<file path="config.mk">
export PLATFORM = sky130hd
export DESIGN_NAME = ones_counter_pipe
export DESIGN_NICKNAME = d
export VERILOG_FILES = /design/src/rtl/ones_counter_pkg.sv /design/src/rtl/ones_adder_level.sv /design/src/rtl/ones_counter_pipe.sv
export SDC_FILE = /design/constraint.sdc
export NUM_CORES = 1
export LEC_CHECK = 0
export CORE_MARGIN = 2
export CORE_UTILIZATION = 63
export DETAILED_ROUTE_END_ITERATION = 8
export GPL_TIMING_DRIVEN = 0
export PLACE_DENSITY = 0.93
export SYNTH_ARGS = -nofsm -noshare
export SYNTH_HDL_FRONTEND = slang
export SYNTH_SLANG_ARGS = --single-unit
export TNS_END_PERCENT = 1
</file>
<file path="constraint.sdc">
create_clock -name clk -period 3.4 [get_ports clk]
set_input_delay 0.34 -clock clk [delete_from_list [all_inputs] [get_ports clk]]
set_output_delay 0.34 -clock clk [all_outputs]
set_load 0.05 [all_outputs]
</file>
<file path="src/rtl/ones_counter_pkg.sv">
// ones_counter_pkg
//   Shared definitions for the pipelined ones counter:
//   - mode encodings for the per-word mode input
//   - per-stage control sideband (valid/mode/last) that travels with the sums
//   - elaboration helpers for the number of registered tree stages and latency
package ones_counter_pkg;

    localparam logic MODE_WORD  = 1'b0;
    localparam logic MODE_FRAME = 1'b1;

    typedef struct packed {
        logic valid;
        logic mode;
        logic last;
    } stage_ctrl_t;

    function automatic int ceil_div(input int num, input int den);
        return (num + den - 1) / den;
    endfunction

    // Number of registered adder-tree stages.
    function automatic int tree_stages(input int log_bw, input int reg_every);
        return ceil_div(log_bw, reg_every);
    endfunction

    // Input register + registered tree stages + output/accumulate register.
    function automatic int pipe_latency(input int log_bw, input int reg_every);
        return tree_stages(log_bw, reg_every) + 2;
    endfunction

    // A level is registered every reg_every levels; the last level always is.
    function automatic bit level_registered(input int lvl, input int log_bw,
                                            input int reg_every);
        return (((lvl + 1) % reg_every) == 0) || (lvl == log_bw - 1);
    endfunction

    function automatic int count_registered(input int log_bw, input int reg_every);
        int n;
        n = 0;
        for (int i = 0; i < log_bw; i++) begin
            if (level_registered(i, log_bw, reg_every)) n++;
        end
        return n;
    endfunction

    localparam int DEFAULT_LAT = pipe_latency(5, 1);

endpackage

</file>
<file path="src/rtl/ones_adder_level.sv">
// ones_adder_level
//   One level of the popcount adder tree: PAIRS independent additions of two
//   IN_W-bit unsigned sums into (IN_W+1)-bit sums, no truncation.
//   Pair p adds slices 2p and 2p+1 of sum_in into slice p of sum_out.
// Ports:
//   clk      rising-edge clock (used only when REG=1)
//   rst      synchronous active-low clear of the output register
//   en       register load enable (pipeline advance)
//   sum_in   2*PAIRS packed IN_W-bit sums
//   sum_out  PAIRS packed (IN_W+1)-bit sums, registered when REG=1
module ones_adder_level #(
    parameter int PAIRS = 1,
    parameter int IN_W  = 1,
    parameter bit REG   = 1'b0
) (
    input  logic                        clk,
    input  logic                        rst,
    input  logic                        en,
    input  logic [2*PAIRS*IN_W-1:0]     sum_in,
    output logic [PAIRS*(IN_W+1)-1:0]   sum_out
);

    logic [PAIRS*(IN_W+1)-1:0] sum_c;

    always_comb begin
        sum_c = '0;
        for (int p = 0; p < PAIRS; p++) begin
            sum_c[p*(IN_W+1) +: (IN_W+1)] =
                {1'b0, sum_in[(2*p)*IN_W +: IN_W]} +
                {1'b0, sum_in[(2*p+1)*IN_W +: IN_W]};
        end
    end

    if (REG) begin : g_reg
        logic [PAIRS*(IN_W+1)-1:0] sum_q;

        always_ff @(posedge clk) begin
            if (!rst) begin
                sum_q <= '0;
            end else if (en) begin
                sum_q <= sum_c;
            end
        end

        assign sum_out = sum_q;
    end else begin : g_comb
        // Combinational level: clock, clear and enable have no role here.
        logic unused_ctrl;
        assign unused_ctrl = &{1'b0, clk, rst, en};
        assign sum_out     = sum_c;
    end

endmodule

</file>
<file path="src/rtl/ones_counter_pipe.sv">
// ones_counter_pipe
//   Pipelined popcount of a 2**LOG_BIT_WIDTH-bit word with valid/ready on
//   both sides and an optional frame-accumulate mode.
//   Pipeline: input register -> adder tree (registered every REG_EVERY levels,
//   last level always) -> output/accumulate register. Latency with no stall
//   is tree_stages + 2 cycles.
//   Handshake: a transfer happens on any edge where valid && ready. The whole
//   pipeline moves together on advance = !out_valid || out_ready; in_ready is
//   advance, so it depends only on out_valid/out_ready. While advance is low
//   every stage and the outputs hold. Empty stages travel as bubbles.
// Ports:
//   clk, rst                 clock, synchronous active-low reset
//   in_valid/in_ready        input handshake for word_in, in_last, mode
//   word_in                  word to count
//   in_last                  closes a frame (mode 1 only)
//   mode                     0 = per-word count, 1 = frame accumulate
//   out_valid/out_ready      output handshake
//   count_out                popcount or saturated frame total
//   acc_ovf                  frame total clamped (mode-1 results only)
module ones_counter_pipe
    import ones_counter_pkg::*;
#(
    parameter int LOG_BIT_WIDTH = 5,
    parameter int REG_EVERY     = 1,
    parameter int ACC_WIDTH     = 16
) (
    input  logic                        clk,
    input  logic                        rst,
    input  logic                        in_valid,
    output logic                        in_ready,
    input  logic [2**LOG_BIT_WIDTH-1:0] word_in,
    input  logic                        in_last,
    input  logic                        mode,
    output logic                        out_valid,
    input  logic                        out_ready,
    output logic [ACC_WIDTH-1:0]        count_out,
    output logic                        acc_ovf
);

    localparam int W     = 2**LOG_BIT_WIDTH;
    localparam int S     = tree_stages(LOG_BIT_WIDTH, REG_EVERY);
    localparam int SUM_W = LOG_BIT_WIDTH + 1;

    if (ACC_WIDTH < LOG_BIT_WIDTH + 1) begin : g_bad_acc_width
        $error("ACC_WIDTH must be at least LOG_BIT_WIDTH+1");
    end
    if (REG_EVERY < 1 || REG_EVERY > LOG_BIT_WIDTH) begin : g_bad_reg_every
        $error("REG_EVERY must lie in 1..LOG_BIT_WIDTH");
    end
    if (count_registered(LOG_BIT_WIDTH, REG_EVERY) != S) begin : g_bad_stage_count
        $error("registered tree level count disagrees with tree_stages");
    end

    logic advance;
    assign advance  = !out_valid || out_ready;
    assign in_ready = advance;

    // Input register.
    logic [W-1:0] word_q;
    stage_ctrl_t  ctrl_q;

    always_ff @(posedge clk) begin
        if (!rst) begin
            word_q <= '0;
            ctrl_q <= '0;
        end else if (advance) begin
            word_q <= word_in;
            ctrl_q <= {in_valid, mode, in_last};
        end
    end

    // Adder tree. Level j turns W>>j sums of (j+1) bits into W>>(j+1) sums of
    // (j+2) bits; the control sideband is registered wherever the sums are.
    for (genvar j = 0; j < LOG_BIT_WIDTH; j++) begin : g_lvl
        localparam int PAIRS = W >> (j + 1);
        localparam int IN_W  = j + 1;
        localparam bit REG   = level_registered(j, LOG_BIT_WIDTH, REG_EVERY);

        logic [2*PAIRS*IN_W-1:0]   sum_in;
        logic [PAIRS*(IN_W+1)-1:0] sum_out;
        stage_ctrl_t               ctrl_in;
        stage_ctrl_t               ctrl_out;

        if (j == 0) begin : g_first
            assign sum_in  = word_q;
            assign ctrl_in = ctrl_q;
        end else begin : g_next
            assign sum_in  = g_lvl[j-1].sum_out;
            assign ctrl_in = g_lvl[j-1].ctrl_out;
        end

        ones_adder_level #(
            .PAIRS (PAIRS),
            .IN_W  (IN_W),
            .REG   (REG)
        ) u_level (
            .clk     (clk),
            .rst     (rst),
            .en      (advance),
            .sum_in  (sum_in),
            .sum_out (sum_out)
        );

        if (REG) begin : g_ctrl_reg
            stage_ctrl_t ctrl_r;

            always_ff @(posedge clk) begin
                if (!rst) begin
                    ctrl_r <= '0;
                end else if (advance) begin
                    ctrl_r <= ctrl_in;
                end
            end

            assign ctrl_out = ctrl_r;
        end else begin : g_ctrl_pass
            assign ctrl_out = ctrl_in;
        end
    end

    stage_ctrl_t          fin_ctrl;
    logic [SUM_W-1:0]     fin_sum;
    logic [ACC_WIDTH-1:0] pc_ext;

    assign fin_ctrl = g_lvl[LOG_BIT_WIDTH-1].ctrl_out;
    assign fin_sum  = g_lvl[LOG_BIT_WIDTH-1].sum_out;
    assign pc_ext   = ACC_WIDTH'(fin_sum);

    // Frame accumulator with saturation; the extra carry bit flags a clamp.
    logic [ACC_WIDTH-1:0] acc;
    logic                 acc_sticky;
    logic [ACC_WIDTH:0]   acc_sum;
    logic                 clamp;
    logic [ACC_WIDTH-1:0] acc_sat;

    assign acc_sum = {1'b0, acc} + {1'b0, pc_ext};
    assign clamp   = acc_sum[ACC_WIDTH];
    assign acc_sat = clamp ? {ACC_WIDTH{1'b1}} : acc_sum[ACC_WIDTH-1:0];

    // Output/accumulate register. Mode-0 words leave the accumulator alone so
    // they may be interleaved inside an open frame.
    always_ff @(posedge clk) begin
        if (!rst) begin
            out_valid  <= 1'b0;
            count_out  <= '0;
            acc_ovf    <= 1'b0;
            acc        <= '0;
            acc_sticky <= 1'b0;
        end else if (advance) begin
            out_valid <= 1'b0;
            if (fin_ctrl.valid) begin
                if (fin_ctrl.mode == MODE_WORD) begin
                    out_valid <= 1'b1;
                    count_out <= pc_ext;
                    acc_ovf   <= 1'b0;
                end else if (fin_ctrl.last) begin
                    out_valid  <= 1'b1;
                    count_out  <= acc_sat;
                    acc_ovf    <= acc_sticky | clamp;
                    acc        <= '0;
                    acc_sticky <= 1'b0;
                end else begin
                    acc        <= acc_sat;
                    acc_sticky <= acc_sticky | clamp;
                end
            end
        end
    end

endmodule

</file>
* After elaboration in Yosys (flattened, before gate mapping)
Index checks and enable logic that the tools add are counted.
** Cells by class
- $add $sub $neg :: 32
- Multiply operators :: 0
- Divide/modulo/power cells :: 0
- Order comparisons :: 0
- Equal/unequal tests :: 1
- Shifts and indexed selects :: 0
- Mux-type cells :: 10
- Bitwise operators :: 1
- Reductions and logical operators :: 4
** Operator list (count)
- two-way mux 16 bit :: 4
- adder 1 x 1 -> 2 bit :: 16
- adder 2 x 2 -> 3 bit :: 8
- adder 16 x 6 -> 17 bit :: 1
- adder 3 x 3 -> 4 bit :: 4
- adder 4 x 4 -> 5 bit :: 2
- adder 5 x 5 -> 6 bit :: 1
- two-way mux 1 bit :: 6
- AND reduction 3 bit :: 2
- != test 2 bit (second input constant) :: 1
- zero test 1 bit :: 1
- logical OR 1 bit :: 1
- OR 1 bit :: 1
** Word-level totals
- Register bits after elaboration :: 173
- Latch bits :: 0
- Bits in writable memories :: 0
- Memory bits (read-only) :: 0
- Memories :: 0

* Longest topological paths before layout
Gate-level depths: netlist of the first run.
- Depth in word-level cells :: 4
- Gate-level depth with buffers :: 8
- Gate-level depth less buffers :: 8

* Cells and area by module
Synthesis of the first run repeated with hierarchy kept, for this count alone.
** Second synthesis, totals
- Cells, all modules :: 884
- Area total of the unflattened synthesis :: 8340.5 um2
** Modules (own cells, without submodules)
- ones_counter_pipe :: instances 1, cells an instance 455, area each 3676.0 um2
- ones_adder_level at g_lvl[0].u_level :: instances 1, cells an instance 119, area each 1443.9 um2
- ones_adder_level at g_lvl[1].u_level :: instances 1, cells an instance 112, area each 1233.7 um2
- ones_adder_level at g_lvl[2].u_level :: instances 1, cells an instance 87, area each 918.4 um2
- ones_adder_level at g_lvl[3].u_level :: instances 1, cells an instance 69, area each 664.4 um2
- ones_adder_level at g_lvl[4].u_level :: instances 1, cells an instance 42, area each 404.1 um2

* Worst setup path before layout of the first run
Ideal clock, no wire load.
- Path type :: flip-flop to flip-flop
- Start point :: register g_lvl[4].u_level.g_reg.sum_q[0]
- End point :: register count_out[8]
- Library setup time :: 117 ps
- Arrival time :: 2109 ps
- Required time :: 3283 ps
- Setup slack :: 1173 ps
- Stages on the path, launching flop included :: 9
- Clock period less this slack :: 2227 ps
- Path through :: dfxtp_1 > ha_1 > fa_1 > a21o_1 > a221oi_4 > nor2b_2 > buf_6 > a21o_1 > a32o_1
** Between the ends
- Longest elaborated chain between the ends :: 4
** RTL lines
- start: declaration :: line ones_adder_level.sv:35 : logic [PAIRS*(IN_W+1)-1:0] sum_q;
- start signal: assignment :: line ones_adder_level.sv:41 : sum_q <= sum_c;
- adder 16 x 6 -> 17 bit :: line ones_counter_pipe.sv:136 : assign acc_sum = {1'b0, acc} + {1'b0, pc_ext};
- two-way mux 16 bit :: line ones_counter_pipe.sv:138 : assign acc_sat = clamp ? {ACC_WIDTH{1'b1}} : acc_sum[ACC_WIDTH-1:0];
- two-way mux 16 bit :: line ones_counter_pipe.sv:156 : end else if (fin_ctrl.last) begin
- two-way mux 16 bit :: line ones_counter_pipe.sv:152 : if (fin_ctrl.mode == MODE_WORD) begin
- end signal: assignment :: line ones_counter_pipe.sv:154 : count_out <= pc_ext;
- end signal: assignment :: line ones_counter_pipe.sv:158 : count_out <= acc_sat;
- end: declaration :: line ones_counter_pipe.sv:36 : output logic [ACC_WIDTH-1:0] count_out,
No other way between the ends. The select of a mux whose other input is x is not followed.
A chain may end at the register's enable or synchronous reset.

* Final worst setup path of the first run
- Start point :: input port out_ready
- End point :: output port in_ready
** Between the ends
- Longest elaborated chain between the ends :: 1
** RTL lines
- start: declaration :: line ones_counter_pipe.sv:35 : input logic out_ready,
- logical OR 1 bit :: line ones_counter_pipe.sv:55 : assign advance = !out_valid || out_ready;
- end: declaration :: line ones_counter_pipe.sv:30 : output logic in_ready,
No other way between the ends.

==> out/qor.log, run 1 <==
INFO  sta            timing.final.hold_violations=0
INFO  detailed_routing post_drt_via_cell_ratio=5.80
INFO  worst_setup_path capturing_element_type_of_the_critical_path=output port
INFO  sta            clock_skew=12.9ps
INFO  synthesis      synth_area_leader_cell=sky130_fd_sc_hd__dfxtp_1
INFO  global_route   grt_pass1_vias=6867
INFO  die            placement_rows=40
INFO  die            core-area=12100um2
INFO  clock_tree     buffer_count_from_post_cts_setup_fixing=0
INFO  sta            post-route-min-period=3100ps
INFO  final_layout   areaGrowthSynthToFinish=17.1%
INFO  worst_setup_path worst_setup_path_start_kind=primary input
INFO  clock_tree     ctsRootBufferMaster=sky130_fd_sc_hd__clkbuf_16
INFO  synthesis      synth_seq_area_share=0.439
INFO  detailed_routing detailedRoute.firstPassIterationCount=7
INFO  worst_setup_path rr_worst_depth=8
INFO  synthesis      synth_mux_area_frac=0.00380
INFO  synthesis      synth.net_count=1057
INFO  hold_path      hold_path_class=flip-flop to flip-flop
INFO  power_and_ir_drop power.net_switching=984uW
INFO  global_route   globalRouteOverflowTotal=0
INFO  synthesis      complex_gate_fraction_of_the_synthesized_area=0.188
INFO  final_layout   num_antenna_cells=0
INFO  clock_tree     clk-insertion-delay-late=440ps
INFO  clock_tree     ctsLongestPathBuffers=2
INFO  sta            fin_crit_sh=0.911
INFO  synthesis      asyncSetResetFlopFracSynth=0
INFO  synthesis      yosysUniqueCellTypes=59
INFO  synthesis      synthesized_cell_area=7900um2
INFO  global_route   track_usage=0.301
INFO  clock_tree     htreeDepth=4
INFO  global_route   grt_max_degree=17
INFO  synthesis      number_of_flops_mapped_to_enable_cells_by_yosys=0
INFO  placed_design  gp_congestion=0.895
INFO  die            initial_core_util=0.652
INFO  detailed_routing detail_route.iter0.violations=633
INFO  worst_setup_path crit-reg2reg-capture=count_out[8]
INFO  synthesis      yosysMostFrequentCell=sky130_fd_sc_hd__nand2_1
INFO  power_and_ir_drop power_density=466nW/um2
INFO  final_layout   layout-drive-gt1-share=0.0512
INFO  sta            rsz0062_at_grt=no
INFO  sta            final.setup.worst_slack=302ps
INFO  synthesis      register_bit_total_from_synthesis=173
INFO  outcome        outcome=finished, final reports clean
INFO  sta            maxClockFrequency=323MHz
INFO  hold_path      holdPathEnd=acc_ovf
INFO  die            die_area=13400um2
INFO  worst_setup_path worstPathArrival=2760ps
INFO  detailed_routing postRouteWirelength=19.0mm
INFO  final_layout   filler_cell_count=842
INFO  synthesis      yosysWarningCount=0
INFO  placed_design  placed_cell_area=8670um2
INFO  worst_setup_path timing.reg2reg.setup_slack=970ps
INFO  synthesis      postSynthCellCount=948
INFO  synthesis      synthesis.area_per_instance=8.33um2
INFO  sta            final-setup-viol-count=0
INFO  sta            setup-tns-final=0ps
INFO  die            ios=57
INFO  power_and_ir_drop vdd.ir_drop.worst=0.408mV
INFO  final_layout   layout.cell_area.non_filler=9240um2
INFO  worst_setup_path rr_startpoint=g_lvl[4].u_level.sum_out[0]
INFO  synthesis      synth_adder_area_share=0.128
INFO  power_and_ir_drop power.share.combinational=0.059
INFO  synthesis      yosys-top-cells-count=sky130_fd_sc_hd__nand2_1 (267), sky130_fd_sc_hd__dfxtp_1 (173), sky130_fd_sc_hd__a21oi_1 (162)
INFO  global_route   number_of_antenna_violations_at_the_first_check_in_global_routing=0
INFO  power_and_ir_drop clkPwrFrac=0.443
INFO  global_route   grt_pass1_wl=31.5mm
INFO  worst_setup_path cp_max_fo=10
INFO  clock_tree     clk_transition_reported_paths=60ps
INFO  synthesis      synthSimpleGateAreaFrac=0.183
INFO  synthesis      yosys-top-cells-area=sky130_fd_sc_hd__dfxtp_1 (44%), sky130_fd_sc_hd__nand2_1 (13%), sky130_fd_sc_hd__a21oi_1 (10%), sky130_fd_sc_hd__ha_1 (8.7%), sky130_fd_sc_hd__fa_1 (4.1%)
INFO  synthesis      synth_top_family_by_area=compound AO/OA/AOI/OAI gates
INFO  clock_tree     cts_made_buffers=17
INFO  sta            max-slew-margin-rel=0.372
INFO  power_and_ir_drop p_seq_frac=0.498
INFO  power_and_ir_drop swShare=0.229
INFO  detailed_routing drt.antenna.violating_nets=0
INFO  placed_design  place_worst_setup_slack=67.4ps
INFO  placed_design  hpwl=13.2mm
INFO  synthesis      yosys.area.top_type_share=0.439
INFO  synthesis      synth_xor_xnor_area_share=0.0122
INFO  final_layout   design.final.nets=1132
INFO  job            max_cap_violations=0
INFO  power_and_ir_drop design_power_total=4310uW
INFO  placed_design  placement.io_buffers=56
INFO  clock_tree     cts_hold_buffers=0
INFO  sta            worst-slew-pin-transition=938ps
INFO  clock_tree     cts_num_sinks=173
INFO  power_and_ir_drop power.static_leakage=0.00374uW
INFO  hold_path      worstHoldPathCells=2
INFO  detailed_routing drt_drc_violations_left=0
INFO  die            chipHeight=116um
INFO  detailed_routing routed_wire_length_per_instance=15.8um
INFO  worst_setup_path critical_path_class=primary input to output port
INFO  hold_path      hold_path_startpoint=acc_ovf
INFO  power_and_ir_drop int_power=3320uW
INFO  sta            final_max_slew_viol_count=0
INFO  clock_tree     cts_tree=yes
INFO  detailed_routing detailroute.via_count=6977
INFO  synthesis      synthFlopType=sky130_fd_sc_hd__dfxtp_1
INFO  worst_setup_path worst-endpoint-required=3060ps
INFO  die            die_x=116um
metal layers:
metal  global-route usage  share of wire  up-vias
met5                    0              0        -
met4                0.146          0.032        0
li1                     -              -     3362
met2                0.518           0.50      278
met3               0.0748          0.067       57
met1                0.353           0.40     3280
power groups by stage:
stage	clock, uW	sequential [uW]	combinational [uW]
6_report	1910	2140	253
5_1_grt	2000	2150	283
4_1_cts	1910	2140	250
3_5_place_dp	0	2190	242
3_3_place_gp	0	2180	230
2_1_floorplan	0	2180	145
flip-flops by register name, indices dropped and copies added, names as in the netlist, 3 cells and up:
name	count
fin_ctrl	3
g_lvl.ctrl_out	12
acc	16
g_lvl.u_level.sum_out	88
count_out	16
ctrl_q	3
g_lvl.sum_in	32
critical path, cell delays in order:
cell and delay, ps:
sky130_fd_sc_hd__clkdlybuf4s50_1 500, sky130_fd_sc_hd__nor2b_1 70, sky130_fd_sc_hd__buf_2 190, sky130_fd_sc_hd__clkinv_2 150, sky130_fd_sc_hd__clkbuf_1 440, sky130_fd_sc_hd__buf_1 460, sky130_fd_sc_hd__dlygate4sd2_1 590
placed cells by master (no fill, tap or decap), types with 6 or more instances in the layout:
master,count
sky130_fd_sc_hd__clkbuf_16,17
sky130_fd_sc_hd__clkbuf_1,47
sky130_fd_sc_hd__dfxtp_1,173
sky130_fd_sc_hd__nand3_1,6
sky130_fd_sc_hd__o21ai_0,28
sky130_fd_sc_hd__buf_2,6
sky130_fd_sc_hd__buf_1,7
sky130_fd_sc_hd__clkdlybuf4s50_1,55
sky130_fd_sc_hd__xnor2_1,10
sky130_fd_sc_hd__a211oi_1,11
sky130_fd_sc_hd__inv_1,29
sky130_fd_sc_hd__nand2_1,267
sky130_fd_sc_hd__nor2b_1,6
sky130_fd_sc_hd__a21o_1,13
sky130_fd_sc_hd__ha_1,55
sky130_fd_sc_hd__fa_1,16
sky130_fd_sc_hd__a21oi_1,162
sky130_fd_sc_hd__nor2_1,28
sky130_fd_sc_hd__a31oi_1,6
what timing repair did:
| item | 4_1_cts | 5_1_grt |
|---|---|---|
| resized for setup | 1 | 0 |
| endpoints found under the hold margin | 0 | 0 |
| endpoints found under the setup margin | 1 | 0 |
kinds of logic after synthesis:
kind of cell | count (synthesis)
AO/OA/AOI/OAI | 256
XOR/XNOR | 11
adder cells (fa/ha/maj) | 71
buffers and inverters | 92
flip-flops | 173
multiplexers | 3
AND/OR/NAND/NOR | 342
cell type report:
cell class / instances / area (um2) / share of cell area
inverters: 31 / 118 / 0.0127
multi-input cells: 683 / 4060 / 0.439
plain buffers: 61 / 251 / 0.0272
clock inverters: 7 / 77.6 / 0.00839
well taps: 168 / 210 / 0.0227
repair buffers: 56 / 559 / 0.0605
clock buffers: 24 / 502 / 0.0543
flip-flops and latches: 173 / 3460 / 0.375
through the flow:
stage,cells,util,hold WS [ps]
floorplan,948,-,429
global placement,1172,0.715,426
detailed placement,1172,0.715,433
CTS,1203,0.763,440
global route,1203,0.763,457
finish,1203,0.763,442
worst max-delay path by stage:
stage,to,slack (ps),startpoint
floorplan,count_out[8],1170,g_lvl[4].u_level.sum_out[0]
global placement,in_ready,90,out_ready
detailed placement,in_ready,70,out_ready
CTS,in_ready,280,out_valid
global route,in_ready,150,out_valid
finish,in_ready,300,out_ready
(Power assumes the default switching activity.)
==> run 2: changes to the inputs <==
--- a/config.mk
+++ b/config.mk
@@ -7,9 +7,11 @@
 export LEC_CHECK = 0
 export CORE_MARGIN = 2
 export CORE_UTILIZATION = 63
+export CTS_CLUSTER_DIAMETER = 60
 export DETAILED_ROUTE_END_ITERATION = 8
 export GPL_TIMING_DRIVEN = 0
 export PLACE_DENSITY = 0.93
+export REMOVE_ABC_BUFFERS = 1
 export SYNTH_ARGS = -nofsm -noshare
 export SYNTH_HDL_FRONTEND = slang
 export SYNTH_SLANG_ARGS = --single-unit
==> out/qor.log, run 2 (same netlist as run 1, synthesis figures left out) <==
INFO  placed_design  placement.io_buffers=56
INFO  power_and_ir_drop power.share.combinational=0.053
INFO  detailed_routing met2_wirelength=7.75mm
INFO  worst_setup_path worst-path-buf-inv=6
INFO  detailed_routing drt_drc_violations_left=0
INFO  global_route   grt_max_degree=121
INFO  power_and_ir_drop clkPwrFrac=0.451
INFO  detailed_routing detail_route.iter0.violations=585
INFO  detailed_routing m1WireLength=7.09mm
INFO  final_layout   layout.cell_area.non_filler=9150um2
INFO  worst_setup_path critical_path_class=primary input to output port
INFO  sta            timing.final.hold_violations=0
INFO  sta            fin_crit_sh=0.931
INFO  placed_design  placed_cells_incl_taps=1116
INFO  placed_design  gp_congestion=0.930
INFO  worst_setup_path cpMostUsedCell=sky130_fd_sc_hd__buf_12
INFO  final_layout   largest_register_ff_count=88
INFO  die            die_area=13400um2
INFO  global_route   number_of_antenna_violations_at_the_first_check_in_global_routing=0
INFO  sta            maxClockFrequency=316MHz
INFO  power_and_ir_drop p_seq_frac=0.495
INFO  die            core-area=12100um2
INFO  final_layout   layout.cells.most_common_list=sky130_fd_sc_hd__nand2_1 (267), sky130_fd_sc_hd__dfxtp_1 (173), sky130_fd_sc_hd__a21oi_1 (162)
INFO  clock_tree     ctsLongestPathBuffers=2
INFO  worst_setup_path worstPathArrival=2830ps
INFO  worst_setup_path worst_setup_path_start_kind=primary input
INFO  detailed_routing detailroute.via_count=6470
INFO  die            placement_rows=40
INFO  placed_design  hpwl=10.0mm
INFO  detailed_routing detailedRoute.firstPassIterationCount=5
INFO  detailed_routing post_drt_via_cell_ratio=5.64
INFO  global_route   globalRouteOverflowTotal=0
INFO  worst_setup_path capturing_element_type_of_the_critical_path=output port
INFO  clock_tree     clk_transition_reported_paths=60ps
INFO  detailed_routing routed-wl-met3=610um
INFO  clock_tree     clk-insertion-delay-late=420ps
INFO  global_route   track_usage=0.252
INFO  clock_tree     htreeDepth=4
INFO  hold_path      worstHoldPathCells=2
INFO  sta            whs=452ps
INFO  power_and_ir_drop power_density=473nW/um2
INFO  die            die_x=116um
INFO  power_and_ir_drop int_power=3410uW
INFO  die            initial_core_util=0.652
INFO  power_and_ir_drop power.net_switching=914uW
INFO  global_route   grt_pass1_wl=27.4mm
INFO  clock_tree     cts_made_buffers=17
INFO  hold_path      hold_path_class=flip-flop to flip-flop
INFO  placed_design  placed_cell_area=8550um2
INFO  final_layout   multiInputGateArea=4090um2
INFO  clock_tree     ctsRootBufferMaster=sky130_fd_sc_hd__clkbuf_16
INFO  worst_setup_path worst-endpoint-required=3060ps
INFO  worst_setup_path worstSetupPathDepth=7
INFO  final_layout   filler_cell_count=856
INFO  power_and_ir_drop swShare=0.211
INFO  sta            final-setup-viol-count=0
INFO  die            ios=57
INFO  clock_tree     cts_num_sinks=173
INFO  clock_tree     cts_tree=yes
INFO  worst_setup_path rr_worst_depth=9
INFO  final_layout   mostFrequentLayoutCell=sky130_fd_sc_hd__nand2_1
INFO  sta            clock_skew=4.97ps
INFO  detailed_routing routed_wire_length_per_instance=13.7um
INFO  outcome        outcome=finished, final reports clean
INFO  detailed_routing drt.antenna.violating_nets=0
INFO  worst_setup_path cp_max_fo=120
INFO  worst_setup_path cpPeakStageDelay=510ps
INFO  final_layout   num_antenna_cells=0
INFO  sta            max-slew-margin-rel=0.477
INFO  power_and_ir_drop vdd.ir_drop.worst=0.319mV
INFO  die            chipHeight=116um
INFO  clock_tree     cts_hold_buffers=0
INFO  worst_setup_path critical_path.cell_chain=clkdlybuf4s50_1 -> nor2b_4 -> buf_12 -> buf_12 -> clkinv_4 -> buf_16 -> dlygate4sd2_1
INFO  power_and_ir_drop power.static_leakage=0.00369uW
INFO  final_layout   design.final.nets=1077
INFO  worst_setup_path critPathTopFamily=buffers and inverters
INFO  detailed_routing postRouteWirelength=15.8mm
INFO  sta            final_max_slew_viol_count=0
INFO  final_layout   fin_cells=1147
INFO  detailed_routing routed.top_layer=met4
INFO  sta            post-route-min-period=3170ps
INFO  worst_setup_path critical_path.slowest_cell=sky130_fd_sc_hd__clkdlybuf4s50_1
INFO  final_layout   layout-drive-gt1-share=0.0531
INFO  global_route   grt_pass1_vias=6211
INFO  final_layout   areaGrowthSynthToFinish=15.9%
INFO  sta            rsz0062_at_grt=no
INFO  sta            worst-slew-pin-transition=782ps
INFO  clock_tree     buffer_count_from_post_cts_setup_fixing=0
INFO  job            max_cap_violations=0
INFO  final_layout   layout.area.seq=3460um2
-- run 2: power groups by stage --
| stage | sequential (uW) | clock (uW) | combinational [uW] |
|---|---|---|---|
| after detailed placement | 2190 | 0 | 225 |
| final | 2140 | 1950 | 231 |
| after floorplan | 2180 | 0 | 142 |
| after global placement | 2180 | 0 | 215 |
| after global routing | 2150 | 2050 | 266 |
| after CTS | 2140 | 1970 | 231 |
-- run 2: final cells by class --
| class | count | share of cell area |
|---|---|---|
| flip-flops and latches | 173 | 0.378 |
| clock inverters | 7 | 0.0123 |
| clock buffers | 23 | 0.0522 |
| repair buffers | 61 | 0.0737 |
| well taps | 168 | 0.0230 |
| inverters | 31 | 0.0138 |
| multi-input cells | 684 | 0.447 |
-- run 2: path summary, 6_finish.rpt --
kind / slack (ps) / startpoint / to
setup reg to reg: 330 / out_valid / acc[9]
setup / recovery: 230 / out_ready / in_ready
hold / removal: 450 / g_lvl[1].ctrl_out[1] / g_lvl[1].ctrl_out[1]
hold reg to reg: 450 / g_lvl[1].ctrl_out[1] / g_lvl[1].ctrl_out[1]
-- run 2: metal layers --
layer | global-route usage | up-vias
met3 | 0.0518 | 27
met1 | 0.313 | 3051
met2 | 0.430 | 140
met4 | 0.102 | 0
met5 | 0 | -
li1 | - | 3252
-- run 2: worst reg2reg max path, delay by kind of cell (launching register included) --
family	cells	cell delay, ps
buffers and inverters	4	1070
flip-flops	1	380
AND/OR/NAND/NOR	3	1270
AO/OA/AOI/OAI	2	270
-- run 2: timing repair --
action,4_1_cts,5_1_grt
gates resized for setup,1,2
gates cloned,1,0
endpoints found under the setup margin,1,10
-- run 2: through the flow --
step           worst slack, ps   util  power, uW  setup TNS, ps
2_1_floorplan            -6360      -       2320        -962380
3_3_place_gp            -10690  0.695       2400       -1650430
3_5_place_dp              -320  0.706       2410          -3970
4_1_cts                    139  0.755       4350              0
5_1_grt                   26.4  0.756       4470              0
6_report                   233  0.756       4330              0
